[src/rtl/aes_pkg.sv]
// aes_pkg: shared FSM states, row offsets and byte layout for the ShiftRows engine.
package aes_pkg;
  typedef enum logic [1:0] {IDLE, BUSY, DONE} state_t;
  function automatic bit nb_legal(int nb);
    return nb inside {4, 6, 8};
  endfunction
  // Rijndael row shifts: the wide 8-column state skips offset 2
  function automatic int row_offset(int nb, int r);
    return (nb == 8 && r > 1) ? r + 1 : r;
  endfunction
  function automatic int byte_idx(int r, int c);
    return 4 * c + r;
  endfunction
endpackage

[src/rtl/rowshift_row.sv]
// rowshift_row: one state row cyclically shifted (forward or inverse) and optionally keyed.
module rowshift_row
  import aes_pkg::*;
#(
  parameter int NB      = 4,
  parameter bit ADD_KEY = 0
) (
  input  logic [1:0]         row,
  input  logic               dir,
  input  logic [32*NB-1:0]   state,
  input  logic [32*NB-1:0]   key,
  output logic [8*NB-1:0]    shifted
);
  for (genvar c = 0; c < NB; c++) begin : g_col
    logic [7:0] fwd [4];
    logic [7:0] inv [4];
    logic [7:0] kb  [4];
    for (genvar r = 0; r < 4; r++) begin : g_row
      assign fwd[r] = state[8*byte_idx(r, (c + row_offset(NB, r)) % NB) +: 8];
      assign inv[r] = state[8*byte_idx(r, (c - row_offset(NB, r) + NB) % NB) +: 8];
      assign kb[r]  = key[8*byte_idx(r, c) +: 8];
    end
    assign shifted[8*c +: 8] = (dir ? inv[row] : fwd[row]) ^ (kb[row] & {8{ADD_KEY}});
  end
endmodule

[src/rtl/shiftrows_engine.sv]
// shiftrows_engine: iterative ShiftRows/InvShiftRows with optional AddRoundKey, one row per cycle.
module shiftrows_engine
  import aes_pkg::*;
#(
  parameter int NB      = 4,
  parameter bit ADD_KEY = 0
) (
  input  logic               clk,
  input  logic               rst,
  input  logic               start,
  input  logic               dir,
  input  logic [32*NB-1:0]   in,
  input  logic [32*NB-1:0]   key,
  output logic               finish,
  output logic               busy,
  output logic [32*NB-1:0]   shiftrowsstep
);
  localparam int W = 32 * NB;
  if (!nb_legal(NB)) begin : g_bad_nb
    $fatal(1, "shiftrows_engine: NB must be 4, 6 or 8");
  end
  state_t           state, nxt;
  logic [1:0]       rowcnt;
  logic             dir_q;
  logic [W-1:0]     in_q, key_q, work, merged;
  logic [8*NB-1:0]  row_bytes;
  rowshift_row #(.NB(NB), .ADD_KEY(ADD_KEY)) u_row (
    .row(rowcnt), .dir(dir_q), .state(in_q), .key(key_q), .shifted(row_bytes)
  );
  // working result with the current row spliced in; on the last row this is the full answer
  always_comb begin
    merged = work;
    for (int c = 0; c < NB; c++)
      for (int r = 0; r < 4; r++)
        merged[8*byte_idx(r, c) +: 8] = rowcnt == 2'(r) ? row_bytes[8*c +: 8] : work[8*byte_idx(r, c) +: 8];
  end
  always_comb begin
    nxt = state == IDLE ? (start ? BUSY : IDLE)
        : state == BUSY ? (!start ? IDLE : rowcnt == 2'd3 ? DONE : BUSY)
        : (start ? DONE : IDLE);
  end
  assign busy   = state == BUSY;
  assign finish = state == DONE;
  always_ff @(posedge clk or negedge rst) begin
    if (!rst) begin
      state         <= IDLE;
      rowcnt        <= 2'd0;
      dir_q         <= 1'b0;
      in_q          <= '0;
      key_q         <= '0;
      work          <= '0;
      shiftrowsstep <= '0;
    end else begin
      state <= nxt;
      if (state == IDLE && start) begin
        in_q   <= in;
        key_q  <= key;
        dir_q  <= dir;
        rowcnt <= 2'd0;
      end
      if (state == BUSY && start) begin
        work   <= merged;
        rowcnt <= rowcnt + 2'd1;
        if (rowcnt == 2'd3) shiftrowsstep <= merged;
      end
    end
  end
endmodule

[config.mk]
export PLATFORM = sky130hd
export DESIGN_NAME = shiftrows_engine
export DESIGN_NICKNAME = d
export VERILOG_FILES = /design/src/rtl/aes_pkg.sv /design/src/rtl/rowshift_row.sv /design/src/rtl/shiftrows_engine.sv
export SDC_FILE = /design/constraint.sdc
export NUM_CORES = 1
export LEC_CHECK = 0
export CAP_MARGIN = 20
export CORE_UTILIZATION = 38
export DETAILED_ROUTE_END_ITERATION = 8
export GPL_TIMING_DRIVEN = 0
export PLACE_DENSITY = 0.68
export SLEW_MARGIN = 5
export SYNTH_ARGS = -nofsm -noshare
export SYNTH_HDL_FRONTEND = slang
export SYNTH_HIERARCHICAL = 1
export SYNTH_SLANG_ARGS = --single-unit
[constraint.sdc]
create_clock -name clk -period 2.5 [get_ports clk]
set_input_delay 0.625 -clock clk [delete_from_list [all_inputs] [get_ports clk]]
set_output_delay 0.625 -clock clk [all_outputs]
set_load 0.005 [all_outputs]
Yosys cells after proc, flatten, opt, wreduce, memory -nomap -nowiden
Cells that the tools add are included.
{"block": "totals", "output_inout_bits": 130, "inputBits": 260, "regBits": 389, "wordCells": 72}
{"block": "classes", "reduce_logical": 6, "n_eq_ne": 5, "order_cmp": 1, "n_addsub": 1, "n_bitwise": 1, "n_mux": 52}
{"op": "8-bit 2-to-1 mux", "n": 36}
{"op": "8-bit binary-select mux with 2-bit select", "n": 8}
{"op": "2-bit 2-to-1 mux", "n": 7}
{"op": "2-bit == test (second input constant)", "n": 3}
{"op": "2-bit by 1-bit == test with 1-bit output (second input constant)", "n": 2}
{"op": "2-bit zero test", "n": 2}
{"op": "3-bit >= comparator (second input constant)", "n": 1}
{"op": "2-bit inverter with 3-bit output", "n": 1}
{"op": "2-bit by 1-bit adder with 2-bit output (second input constant)", "n": 1}
{"op": "1-bit logical AND", "n": 2}
{"op": "2-bit AND reduction", "n": 1}
{"op": "2-bit nonzero test", "n": 1}
{"op": "1-bit 2-to-1 mux", "n": 1}

Depth between registers and ports, before layout
Gate-level depths: netlist of run 1.
{"block": "depth", "depth_word": 6, "ltp_mapped": 7, "ltp_nobuf": 4}

Cells and area by module
The synthesis of run 1 kept the hierarchy.
{"module": "shiftrows_engine", "area_each_um2": 19264.7, "instances": 1, "cells_per_inst": 1150}
{"module": "rowshift_row", "area_each_um2": 1671.6, "instances": 1, "cells_per_inst": 111}

Least setup slack after synthesis of run 1
OpenSTA, ideal clock, no wires.
{"block": "synth_timing", "path_kind": "reg2reg", "start": "reg rowcnt[1]", "end": "reg shiftrowsstep[72]", "stages_incl_launch_ff": 7, "path_slack_ns": 0.359, "arrival_ns": 2.013, "synth_period_minus_slack_ns": 2.141, "cell_sequence": "dfrtp_1 buf_6 buf_8 mux4_2 mux2_4 mux2_2 mux2_1"}
{"block": "synth_between", "elab_chain_cells": 6, "elab_cells_between_ends": 12, "cone_classes": "eq/ne (2); mux (8); bitwise (1); reduce/logical (1)"}
{"element": "from (decl)", "line": "shiftrows_engine.sv:23", "text": "logic [1:0] rowcnt;"}
{"element": "from (signal assigned)", "line": "shiftrows_engine.sv:63", "text": "rowcnt <= rowcnt + 2'd1;"}
{"element": "2-bit inverter with 3-bit output (not written as such) *", "line": "rowshift_row.sv:23", "text": "assign shifted[8*c +: 8] = (dir ? inv[row] : fwd[row]) ^ (kb[row] & {8{ADD_KEY}});"}
{"element": "8-bit binary-select mux with 2-bit select", "line": "rowshift_row.sv:23"}
{"element": "8-bit 2-to-1 mux (not written as such) (2 in a row)", "line": "rowshift_row.sv:23"}
{"element": "8-bit 2-to-1 mux *", "line": "rowshift_row.sv:23"}
{"element": "named net row_bytes[16]", "line": "shiftrows_engine.sv:26", "text": "logic [8*NB-1:0] row_bytes;"}
{"element": "8-bit 2-to-1 mux *", "line": "shiftrows_engine.sv:35", "text": "merged[8*byte_idx(r, c) +: 8] = rowcnt == 2'(r) ? row_bytes[8*c +: 8] : work[8*byte_idx(r, c) +: 8];"}
{"element": "to (signal assigned)", "line": "shiftrows_engine.sv:64", "text": "if (rowcnt == 2'd3) shiftrowsstep <= merged;"}
{"element": "to (decl)", "line": "shiftrows_engine.sv:16", "text": "output logic [32*NB-1:0] shiftrowsstep"}
Mark *: on every way through the listed nets, which the timed path passes. The rest lies on a longest branch. The select of a mux whose other input is x is not followed.
A chain may end at the register's enable or synchronous reset.

Worst setup path in the final report of run 1
{"block": "layout_timing", "start": "reg rowcnt[1]", "end": "reg shiftrowsstep[19]"}
Same word-level chain as after synthesis.

==> flow_metrics.tcl, run 1 <==
set metrics [dict create \
    status "finished clean" \
    fp.dieArea_um2 43500 \
    synthCells 992 \
    synth_warnings 6 \
    cts.sinks 357 \
    critPathLaunchType "flip-flop" \
    placed_area_um2 19600 \
    critPathArrivalTime_ns 2.87 \
    met2WireLength_um 20500 \
    netlist_area_um2 16200 \
    cts_root_buffer "clkbuf_16" \
    clock-skew-final_ns 0.0116 \
    die-height_um 208 \
    place_congestion 0.796 \
    p_per_area_nw_per_um2 1120 \
    synthToLayoutAreaGrowth_pct 29.6 \
    n_fill_cell 3626 \
    rsz0062_at_grt "no" \
    finalNonFillerCells 1872 \
    cp-end-kind "flip-flop" \
    numCtsBuffers 41 \
    fin_crit_ns 2.44 \
    peakVddDrop_mv 0.462 \
    max-slew-margin-rel_pct 49.8 \
    hold_viol_final 0 \
    grtUsageTotal_pct 20.2 \
    required_ns 2.93 \
    routed.top_layer "met5" \
    dr.pass1.iters 5 \
    io_pins 390 \
    clk_latency_ns 0.56 \
    overflow 0 \
    htreeDepth 2 \
    clock_path_buffers 3 \
    grt_pass1_vias 10121 \
    fin_crit_sh_pct 97.5 \
    wirelength_um 43000 \
    max_cap_violations 0 \
    whs_ns 0.0764 \
    vias 9572 \
    nets 1564 \
    fmax_mhz 410 \
    p_leak_uw 0.00902 \
    slew_violations 0 \
    dr_wl_met3_um 2050 \
    route.detailed.drc 0 \
    antenna_found_initial 8 \
    clk_pin_slew_ns 0.06 \
    final_layout_size_suffix_gt1_share_pct 39.6 \
    grt_max_degree 106 \
    grt_pass1_wl_um 65100 \
    start_util_pct 38.5 \
    final_cell_area_um2 21000 \
    criticalPathCategory "flip-flop to flip-flop" \
    num_rows 75 \
    place.port_buffers 260 \
    drt_iter0_drc 358 \
    path_max_fanout 10 \
    cts_tree "yes" \
    tightestPinTransition_ns 0.752 \
    synthesis.nets 1256 \
    wire_per_inst_um 23.0 \
    dp_hpwl_um 31800 \
    die_w_um 208 \
    min_path_type "input port to async pin" \
    dp.cells 1794 \
    design.core.area_um2 42000 \
    post_synth.cell_area_avg_um2 16.3 \
    via_per_inst 5.11 \
    setup_viol_count_final 0 \
    wl_met1_um 19500 \
    antenna_left 0 \
]
[state kept, by name (all words and copies together) (netlist names)]
name / cells
dir_q: 1
in_q: 128
rowcnt: 2
work: 96
shiftrowsstep: 128
state: 2
[layout by cell type (no fill, tap or decap), types with 2 or more instances in the layout]
| cell | count |
|---|---|
| mux2_2 | 332 |
| mux2_1 | 155 |
| mux4_2 | 30 |
| buf_6 | 12 |
| nor2b_1 | 2 |
| bufinv_16 | 3 |
| buf_16 | 3 |
| buf_8 | 2 |
| clkbuf_8 | 8 |
| clkinv_2 | 7 |
| nand4b_1 | 3 |
| mux4_1 | 2 |
| buf_12 | 2 |
| clkbuf_16 | 43 |
| inv_1 | 2 |
| dfrtp_1 | 357 |
| clkbuf_2 | 9 |
| mux2_4 | 26 |
| diode_2 | 3 |
| buf_4 | 19 |
| buf_2 | 22 |
| clkbuf_1 | 12 |
| ha_1 | 4 |
| clkdlybuf4s50_1 | 258 |
| clkinvlp_4 | 4 |
[through the flow]
step	utilization, %	power, uW	setup TNS, ns	setup slack [ns]
after floorplan	-	13800	0	0.359
after global placement	46.3	17500	-5335.19	-14.98
after detailed placement	46.5	17700	-0.457	-0.0440
after CTS	49.9	23900	0	0.0327
after global routing	49.9	24900	0	0.00407
final	49.9	23600	0	0.0626
[area by class of cell]
| class | instances | area (um2) | share of cell area [%] |
|---|---|---|---|
| Antenna cell | 3 | 7.51 | 0.0358 |
| Buffer | 69 | 499 | 2.38 |
| Clock buffer | 58 | 1210 | 5.78 |
| Clock inverter | 15 | 164 | 0.781 |
| Inverter | 2 | 7.51 | 0.0358 |
| Multi-Input combinational cell | 564 | 6790 | 32.3 |
| Sequential cell | 357 | 8930 | 42.6 |
| Tap cell | 539 | 674 | 3.21 |
| Timing Repair Buffer | 265 | 2710 | 12.9 |
[metal layers]
metal  GRT usage (%)  up-vias
met3            3.47       61
met2            32.7      233
met4            6.41        6
li1                -     4259
met1            27.6     5013
met5               0        -
[worst paths after layout]
kind,startpoint,endpoint,slack [ns],cells past startpoint
max reg2reg,rowcnt[1]$_DFFE_PN0P_,shiftrowsstep[19]$_DFFE_PN0P_,0.06,6
max in group asynchronous,rst,work[64]$_DFFE_PN0P_,1.10,3
min reg2reg,in_q[5]$_DFFE_PN0P_,in_q[5]$_DFFE_PN0P_,0.48,1
min in group clk,start,state[1]$_DFF_PN0_,0.39,2
max,rowcnt[1]$_DFFE_PN0P_,shiftrowsstep[19]$_DFFE_PN0P_,0.06,6
min,rst,shiftrowsstep[99]$_DFFE_PN0P_,0.08,1
[report_power, final]
| part | internal [uW] | switching (uW) | leakage (uW) | total [uW] |
|---|---|---|---|---|
| clock network | 3690 | 2400 | 0.000671 | 6090 |
| logic | 5160 | 3310 | 0.00394 | 8470 |
| registers | 7880 | 1170 | 0.00441 | 9040 |
| total | 16700 | 6880 | 0.00902 | 23600 |
[timing repair]
| item | 4_1_cts | 5_1_grt |
|---|---|---|
| hold buffers | 0 | 0 |
| setup endpoints to repair | 39 | 40 |
| pin swaps | 1 | 0 |
| setup buffers | 2 | 0 |
| resized for setup | 6 | 15 |
[critical path, stage by stage, from the launching register on]
cell,delay [ns]
dfrtp_1,0.41
buf_6,0.21
buf_12,0.18
mux4_2,0.61
mux2_4,0.34
mux2_2,0.27
mux2_1,0.29
(Power assumes the default switching activity.)
==> inputs of run 2 (changes only) <==
clock period = 2.7 ns   (was 2.5 ns; I/O delays follow)
==> run 2 against run 1 <==
Worst setup slack better by 0.060 ns; sequential power decreased by 7.4%; cell area decreased by 0.20%.
==> flow_metrics.tcl, run 2 (synthesis results as in run 1) <==
set metrics [dict create \
    status "finished clean" \
    total_power_uw 21800 \
    antenna_found_initial 8 \
    required_ns 2.03 \
    cts.sinks 357 \
    reg2reg_to "shiftrowsstep[16]$_DFFE_PN0P_" \
    fp.dieArea_um2 43500 \
    fin_crit_sh_pct 95.5 \
    p_leak_uw 0.00896 \
    io_pins 390 \
    min_path_type "input port to async pin" \
    place.port_buffers 260 \
    dr.pass1.iters 4 \
    clk_latency_ns 0.56 \
    fmax_mhz 388 \
    cp-startpoint "state[0]$_DFF_PN0_" \
    critPathArrivalTime_ns 1.90 \
    nets 1562 \
    clk_pin_slew_ns 0.06 \
    cts_setup_buffers 0 \
    wirelength_um 42900 \
    reg2reg_depth 6 \
    rsz0062_at_grt "no" \
    max_cap_violations 0 \
    hold_viol_final 0 \
    cp-end-kind "primary output" \
    multiInputGateArea_um2 6780 \
    antenna_left 0 \
    vias 9574 \
    cts_tree "yes" \
    place_congestion 0.796 \
    setup_viol_count_final 0 \
    final_layout_size_suffix_gt1_share_pct 38.8 \
    max-slew-margin-rel_pct 49.6 \
    dr_wl_met3_um 2000 \
    finalNonFillerCells 1870 \
    synthToLayoutAreaGrowth_pct 29.3 \
    route.detailed.drc 0 \
    reg_top3 "in_q x128, shiftrowsstep x128, work x96" \
    cts_root_buffer "clkbuf_16" \
    dp_hpwl_um 31800 \
    numCtsBuffers 41 \
    grtUsageTotal_pct 20.2 \
    criticalPathCategory "flip-flop to primary output" \
    tightestPinTransition_ns 0.756 \
    clock-skew-final_ns 0.0116 \
    mostFrequentLayoutCell "dfrtp_1" \
    via_per_inst 5.12 \
    dp.cells 1794 \
    p_per_area_nw_per_um2 1040 \
    overflow 0 \
    met2WireLength_um 20500 \
    design.core.area_um2 42000 \
    clock_path_buffers 3 \
    grt_pass1_vias 10121 \
    num_rows 75 \
    slew_violations 0 \
    peakVddDrop_mv 0.427 \
    final_cell_mix "dfrtp_1 (357), mux2_2 (332), clkdlybuf4s50_1 (259), mux2_1 (155), clkbuf_16 (43)" \
    n_fill_cell 3630 \
    wire_per_inst_um 22.9 \
    die_w_um 208 \
    die-height_um 208 \
    grt_pass1_wl_um 65100 \
    start_util_pct 38.5 \
    timing.rr.start "rowcnt[0]$_DFFE_PN0P_" \
    regArea_um2 8930 \
    critPathLaunchType "flip-flop" \
    htreeDepth 2 \
    grt_max_degree 106 \
    drt_iter0_drc 374 \
    routed.top_layer "met5" \
    fin_crit_ns 2.58 \
    regToRegSetupSlack_ns 0.18 \
    wl_met1_um 19500 \
    path_max_fanout 10 \
]
## run 2: changes by cell type in the layout (fill, tap and decap cells not counted), sizes merged
cell,before,now
buf,60,59
clkbuf,73,72
clkdlybuf4s50,258,259
dlymetal6s2s,1,0
## run 2: report_power, final
| group | internal [uW] | total [uW] | switching [uW] |
|---|---|---|---|
| Clock | 3410 | 5640 | 2230 |
| Sequential | 7300 | 8370 | 1080 |
| Combinational | 4770 | 7830 | 3060 |
| Total | 15500 | 21800 | 6370 |
## run 2: worst max-delay path, stage by stage (launching register included)
cell and delay [ns]:
dfrtp_1 0.38, buf_2 0.19, nor2b_1 0.23, clkdlybuf4s50_1 0.55
## run 2: metrics by stage
| step | worst slack, ns | setup TNS [ns] | area [um2] | utilization, % | hold WS, ns |
|---|---|---|---|---|---|
| final | 0.123 | 0 | 21000 | 49.8 | 0.120 |
| after global routing | 0.0332 | 0 | 20900 | 49.8 | 0.171 |
| after CTS | 0.0888 | 0 | 20900 | 49.8 | 0.143 |
| after detailed placement | 0.156 | 0 | 19600 | 46.5 | 0.471 |
| after global placement | -14.83 | -5281.63 | 19500 | 46.3 | 0.462 |
| after floorplan | 0.559 | 0 | 16200 | - | 0.379 |
## run 2: area by class of cell
| class | instances | area share, % |
|---|---|---|
| inverters | 2 | 0.0358 |
| clock inverters | 15 | 0.782 |
| multi-input cells | 564 | 32.4 |
| diodes | 3 | 0.0358 |
| well taps | 539 | 3.22 |
| repair buffers | 263 | 12.8 |
| clock buffers | 58 | 5.79 |
| plain buffers | 69 | 2.31 |
| flip-flops and latches | 357 | 42.6 |
## run 2: how the worst max path moves through the flow
| stage | cells after the start | slack (ns) | to |
|---|---|---|---|
| detailed placement | 6 | 0.16 | shiftrowsstep[83]$_DFFE_PN0P_ |
| CTS | 3 | 0.09 | busy |
| global placement | 1 | -14.83 | shiftrowsstep[68]$_DFFE_PN0P_ |
| global route | 6 | 0.03 | shiftrowsstep[55]$_DFFE_PN0P_ |
| finish | 3 | 0.12 | finish |
| floorplan | 6 | 0.56 | shiftrowsstep[72]$_DFFE_PN0P_ |
## run 2: what timing repair did
action | in CTS | in global routing
setup endpoints to repair | 0 | 1
hold buffers | 0 | 0
resized for setup | 0 | 1
## run 2: routing by layer
layer / up-vias / GRT usage (%)
li1: 4260 / -
met2: 245 / 32.7
met1: 5003 / 27.6
met3: 60 / 3.47
met5: - / 0
met4: 6 / 6.41
==> inputs of run 3 (changes only) <==
HOLD_SLACK_MARGIN = 0.08   (was default)
==> results of run 3 <==
No change in the layout: final DEF, timing and power equal those of run 2.
